==> src/rtl/ahbl_arbiter_rr.sv <==
// N-to-1 AHB-Lite arbiter with per-port address-phase hold and lock support.
// AHBL_ARB_ROUND_ROBIN_EN selects round-robin grant; otherwise fixed priority.
module ahbl_arbiter_rr #(
  parameter int N_PORTS = 2,
  parameter int W_ADDR  = 32,
  parameter int W_DATA  = 32
) (
  input  logic                        clk,
  input  logic                        rst_n,
  input  logic [N_PORTS-1:0]          ahblm_hready,
  output logic [N_PORTS-1:0]          ahblm_hready_resp,
  output logic [N_PORTS-1:0]          ahblm_hresp,
  input  logic [N_PORTS*W_ADDR-1:0]   ahblm_haddr,
  input  logic [N_PORTS-1:0]          ahblm_hwrite,
  input  logic [N_PORTS*2-1:0]        ahblm_htrans,
  input  logic [N_PORTS*3-1:0]        ahblm_hsize,
  input  logic [N_PORTS*3-1:0]        ahblm_hburst,
  input  logic [N_PORTS*4-1:0]        ahblm_hprot,
  input  logic [N_PORTS-1:0]          ahblm_hmastlock,
  input  logic [N_PORTS*W_DATA-1:0]   ahblm_hwdata,
  output logic [N_PORTS*W_DATA-1:0]   ahblm_hrdata,
  output logic                        ahbls_hready,
  input  logic                        ahbls_hready_resp,
  input  logic                        ahbls_hresp,
  output logic [W_ADDR-1:0]           ahbls_haddr,
  output logic                        ahbls_hwrite,
  output logic [1:0]                  ahbls_htrans,
  output logic [2:0]                  ahbls_hsize,
  output logic [2:0]                  ahbls_hburst,
  output logic [3:0]                  ahbls_hprot,
  output logic                        ahbls_hmastlock,
  output logic [W_DATA-1:0]           ahbls_hwdata,
  input  logic [W_DATA-1:0]           ahbls_hrdata
);

  localparam int PW = (N_PORTS > 1) ? $clog2(N_PORTS) : 1;

  typedef struct packed {
    logic [W_ADDR-1:0] addr;
    logic              write;
    logic [1:0]        trans;
    logic [2:0]        size;
    logic [2:0]        burst;
    logic [3:0]        prot;
    logic              lock;
  } aph_t;

  aph_t live [N_PORTS];
  aph_t hold [N_PORTS];
  aph_t cur  [N_PORTS];
  aph_t sel_aph;

  logic [N_PORTS-1:0] hold_valid;
  logic [N_PORTS-1:0] live_req;
  logic [N_PORTS-1:0] req;
  logic [N_PORTS-1:0] accept;
  logic [N_PORTS-1:0] cap;

  logic          dp_valid;
  logic [PW-1:0] dp_port;
  logic          locked;
  logic [PW-1:0] lock_port;
  logic [PW-1:0] win;
  logic [PW-1:0] sel;
  logic          found;
  logic          any_sel;

  // Live requests are masked in reset so the slave side reads IDLE.
  always_comb begin
    for (int i = 0; i < N_PORTS; i++) begin
      live[i].addr  = ahblm_haddr[i*W_ADDR +: W_ADDR];
      live[i].write = ahblm_hwrite[i];
      live[i].trans = ahblm_htrans[i*2 +: 2];
      live[i].size  = ahblm_hsize[i*3 +: 3];
      live[i].burst = ahblm_hburst[i*3 +: 3];
      live[i].prot  = ahblm_hprot[i*4 +: 4];
      live[i].lock  = ahblm_hmastlock[i];
      live_req[i]   = rst_n & ahblm_htrans[i*2+1] & ahblm_hready[i];
      req[i]        = hold_valid[i] | live_req[i];
      cur[i]        = hold_valid[i] ? hold[i] : live[i];
    end
  end

`ifdef AHBL_ARB_ROUND_ROBIN_EN
  logic [PW-1:0] ptr;
  logic [PW-1:0] ix;

  always_comb begin
    win   = '0;
    found = 1'b0;
    ix    = '0;
    for (int k = 1; k <= N_PORTS; k++) begin
      ix = PW'((int'(ptr) + k) % N_PORTS);
      if (!found && req[ix]) begin
        found = 1'b1;
        win   = ix;
      end
    end
  end

  always_ff @(posedge clk or negedge rst_n) begin
    if (!rst_n) begin
      ptr <= PW'(N_PORTS-1);
    end else if (ahbls_hready_resp && any_sel
                 && sel_aph.trans[1] && !locked) begin
      ptr <= sel;
    end
  end
`else
  always_comb begin
    win = '0;
    for (int i = N_PORTS-1; i >= 0; i--) begin
      if (req[i]) win = PW'(i);
    end
    found = |req;
  end
`endif

  assign sel     = locked ? lock_port : win;
  assign any_sel = locked | found;
  assign sel_aph = cur[sel];

  always_comb begin
    for (int i = 0; i < N_PORTS; i++) begin
      accept[i] = ahbls_hready_resp & any_sel & (sel == PW'(i));
      cap[i]    = live_req[i] & ~hold_valid[i] & ~accept[i];
    end
  end

  always_ff @(posedge clk or negedge rst_n) begin
    if (!rst_n) begin
      hold_valid <= '0;
      for (int i = 0; i < N_PORTS; i++) hold[i] <= '0;
    end else begin
      for (int i = 0; i < N_PORTS; i++) begin
        if (hold_valid[i]) begin
          if (accept[i]) hold_valid[i] <= 1'b0;
        end else if (cap[i]) begin
          hold_valid[i] <= 1'b1;
          hold[i]       <= live[i];
        end
      end
    end
  end

  // Data-phase owner and lock owner both advance only on accepted cycles.
  always_ff @(posedge clk or negedge rst_n) begin
    if (!rst_n) begin
      dp_valid  <= 1'b0;
      dp_port   <= '0;
      locked    <= 1'b0;
      lock_port <= '0;
    end else if (ahbls_hready_resp) begin
      dp_valid <= any_sel & sel_aph.trans[1];
      dp_port  <= sel;
      if (any_sel) begin
        locked    <= sel_aph.lock;
        lock_port <= sel;
      end
    end
  end

  always_comb begin
    ahbls_haddr     = '0;
    ahbls_hwrite    = 1'b0;
    ahbls_htrans    = 2'b00;
    ahbls_hsize     = '0;
    ahbls_hburst    = '0;
    ahbls_hprot     = '0;
    ahbls_hmastlock = 1'b0;
    if (any_sel) begin
      ahbls_haddr     = sel_aph.addr;
      ahbls_hwrite    = sel_aph.write;
      ahbls_htrans    = sel_aph.trans;
      ahbls_hsize     = sel_aph.size;
      ahbls_hburst    = sel_aph.burst;
      ahbls_hprot     = sel_aph.prot;
      ahbls_hmastlock = sel_aph.lock;
    end
  end

  always_comb begin
    for (int i = 0; i < N_PORTS; i++) begin
      ahblm_hready_resp[i] = 1'b1;
      ahblm_hresp[i]       = 1'b0;
      if (hold_valid[i]) begin
        ahblm_hready_resp[i] = 1'b0;
      end else if (dp_valid && dp_port == PW'(i)) begin
        ahblm_hready_resp[i] = ahbls_hready_resp;
        ahblm_hresp[i]       = ahbls_hresp;
      end
    end
  end

  assign ahbls_hready = ahbls_hready_resp;
  assign ahbls_hwdata = ahblm_hwdata[int'(dp_port)*W_DATA +: W_DATA];
  assign ahblm_hrdata = {N_PORTS{ahbls_hrdata}};

endmodule

==> config.mk <==
export PLATFORM = sky130hd
export DESIGN_NAME = ahbl_arbiter_rr
export DESIGN_NICKNAME = d
export VERILOG_FILES = /design/src/rtl/ahbl_arbiter_rr.sv
export SDC_FILE = /design/constraint.sdc
export NUM_CORES = 1
export LEC_CHECK = 0
export ABC_AREA = 1
export CORE_MARGIN = 10
export CORE_UTILIZATION = 30
export CTS_CLUSTER_SIZE = 28
export DETAILED_ROUTE_END_ITERATION = 8
export SLEW_MARGIN = 5
export SYNTH_ARGS = -nofsm -noshare
export SYNTH_HDL_FRONTEND = slang
export SYNTH_SLANG_ARGS = --single-unit
==> constraint.sdc <==
create_clock -name clk -period 1.8 [get_ports clk]
set_input_delay 0.18 -clock clk [delete_from_list [all_inputs] [get_ports clk]]
set_output_delay 0.18 -clock clk [all_outputs]
set_load 0.1 [all_outputs]
==> run_results.csv <==
group,metric,value,unit
run_status,status,"complete, but fails checks",
run_status,violations,"negative hold slack, negative setup slack",
timing,slew_violations,0,
detailed_routing,route.met3.wl,1888,um
synth,syn_area_per_cell,7.050,um^2
detailed_routing,wl_met2,13570,um
critical_path,cp_num_buf_inv,4,
critical_path,startpoint_type,"flop",
timing,holdWs,-18.42,ps
detailed_routing,routed_wl,27770,um
detailed_routing,ant_nets,0,
detailed_routing,drtIter0Drc,472,
synth,syn-num-nets,1111,
clocking,clk_latency,350,ps
timing,min_period,2159,ps
synth,netlist_top_cells_area,"dfrtp_1 38%, nand2_1 25%, buf_4 8.4%",
clocking,cts_buffers,9,
synth,synth_top_area_share,37.93,%
global_route,grt_pass1_wl,42200,um
finish,areaGrowthSynthToFinish,82.10,%
detailed_routing,top_layer,"met5",
critical_path,endpoint,"ahbls_haddr[24]",
synth,synthCells,917,
detailed_routing,wl_per_cell,19.42,um
synth,ys_seq_elements,98,
detailed_routing,wirelength_met1,11590,um
finish,final_util,55.83,%
placed_design,hpwl,20290,um
finish,layout_common_cells,"386 x nand2_1, 159 x clkdlybuf4s50_1, 99 x buf_12",
floorplan,start_util,30.66,%
flow_run,cap_violations,0,
floorplan,ioPinCount,341,
detailed_routing,via_per_inst,4.839,
critical_path,timing.rr.end,"hold[29]$_DFFE_PN0P_",
synth,synth_cell_types,28,
critical_path,slowest_delay,410,ps
detailed_routing,drc,0,
clocking,ctsHtreeMaxLevel,3,
detailed_routing,drt-pass1-iter-count,4,
timing,tightest_slew,479.5,ps
finish,drive_above_1_share,29.84,%
placed_design,io_buffers,244,
synth,yosysTopAreaCell,"dfrtp_1",
global_route,grt.overflow.total,0,
global_route,antenna_found_initial,5,
global_route,grt_usage,19.05,%
critical_path,cp_common_cell,"buf_12",
detailed_routing,vias,6920,
floorplan,die_h,166.8,um
critical_path,ff2ff_setup_slack,-10,ps
worst_hold_path,hold_class,"in2async",
timing,finalSetupViolations,51,
clocking,cts_root_buf,"clkbuf_16",
timing,rsz0062_at_grt,"true",
clocking,clockBufferDepth,2,
timing,fin_worst_skew,5.630,ps
critical_path,timing.rr.start,"hold_valid[0]$_DFF_PN0_",
timing,fin_tns_setup,-14480,ps
synth,synth_warnings,0,
timing,worst_slack,-358.5,ps
floorplan,fp.dieArea,0.02782,mm^2
floorplan,die_w,166.8,um
finish,layout_commonest_cell,"nand2_1",
critical_path,crit_slowest_cell,"dfrtp_2",
critical_path,endpoint_kind,"output port",
placed_design,post-place-ws,-531.9,ps
finish,final_cell_area,0.01177,mm^2
critical_path,critPathTopFamily,"buffers and inverters",
timing,fin_crit_sh,119.9,%
critical_path,worstSetupPathType,"reg2out",
critical_path,cp.arrival,1980,ps
critical_path,crit_chain,"inv_2 > nand2_2 > nor2_4 > nand2_4 > nand2_8 > buf_12 > clkbuf_16 > o21ai_2 > a21oi_4 > buf_12",
placed_design,gp_congestion,0.8630,
critical_path,critPathRequiredTime,1620,ps
global_route,grt_pass1_vias,7048,
synth,ys_seq_area_share,37.93,%
clocking,clk_pin_slew,70,ps
clocking,cts_tree,"built",
critical_path,worstSetupPathDepth,10,
floorplan,rows,53,
critical_path,r2r_cells,12,
timing,fmax,463.3,MHz
finish,finalNetCount,1342,
clocking,clkSinkCount,98,
placed_design,dpl_cell_area,0.01068,mm^2
timing,slew_headroom,68.03,%
critical_path,crit_fanout,7,
global_route,grt_max_degree,35,
synth,syn_area,0.006465,mm^2
critical_path,crit_start,"hold_valid[0]$_DFF_PN0_",
timing,hold_violations,52,
floorplan,core,0.02109,mm^2
[stage by stage]
step / cells / hold WS [ps]
final: 1430 / -18.42
after global routing: 1430 / 24.38
after CTS: 1417 / 4.250
after detailed placement: 1383 / 361.0
after global placement: 1383 / 361.0
after floorplan: 917 / -115.6
[layout make-up]
class                           count  area [um^2]
Sequential cell                    98         2459
Antenna cell                        2        5.005
Inverter                           10        40.04
Timing Repair Buffer              349         4559
Tap cell                          275        344.1
Multi-Input combinational cell    680         4079
Clock inverter                      6        57.56
Fill cell                        1877         9315
Clock buffer                       10        229.0
[Yosys cell counts]
library cell	n
nand2_2	4
a31oi_1	1
nand2_1	425
inv_1	7
buf_6	8
nand4_1	2
clkbuf_2	1
nand3b_1	1
nor2_4	1
a21boi_1	1
buf_4	72
inv_2	2
buf_2	18
o21ai_0	47
and3_1	1
dfrtp_1	98
clkinv_1	1
mux2i_1	46
nor2_2	4
nor4_1	2
nand2_4	1
o31ai_1	1
buf_1	6
nand3_1	94
o21a_1	1
nor2_1	3
a21oi_1	44
clkbuf_1	25
[layer usage]
metal | track usage, % | vias to the layer above
li1 | - | 3358
met1 | 23.18 | 3257
met2 | 31.84 | 254
met3 | 5.036 | 45
met4 | 6.491 | 6
met5 | 0 | -
[registers in the layout, indices dropped and copies added, names as in the netlist]
register and count:
dp_port 1, hold 92, dp_valid 1, hold_valid 2, lock_port 1, locked 1
[logic make-up after synthesis]
group | share of synthesized area [%]
simple gates | 33.85
flops | 37.93
buf+inv | 13.61
mux | 7.122
compound gates | 7.490
[how the worst min path moves through the flow]
stage                               start              endpoint
final                               rst_n  hold[16]$_DFFE_PN0P_
after global routing                rst_n  hold[16]$_DFFE_PN0P_
after CTS                           rst_n  hold[18]$_DFFE_PN0P_
after detailed placement  ahbls_hrdata[7]      ahblm_hrdata[39]
after global placement    ahbls_hrdata[7]      ahblm_hrdata[39]
after floorplan                     rst_n   dp_port$_DFFE_PN0P_
[timing repair]
action,in CTS,in global routing
gates cloned,4,6
hold buffers,1,0
gates resized for setup,98,37
endpoints found under the hold margin,1,0
pin swaps,13,6
endpoints found under the setup margin,101,124
buffers inserted,16,5
Power is not shown: default switching activity piles up to over one toggle a cycle in this logic, so the estimate is an artifact.
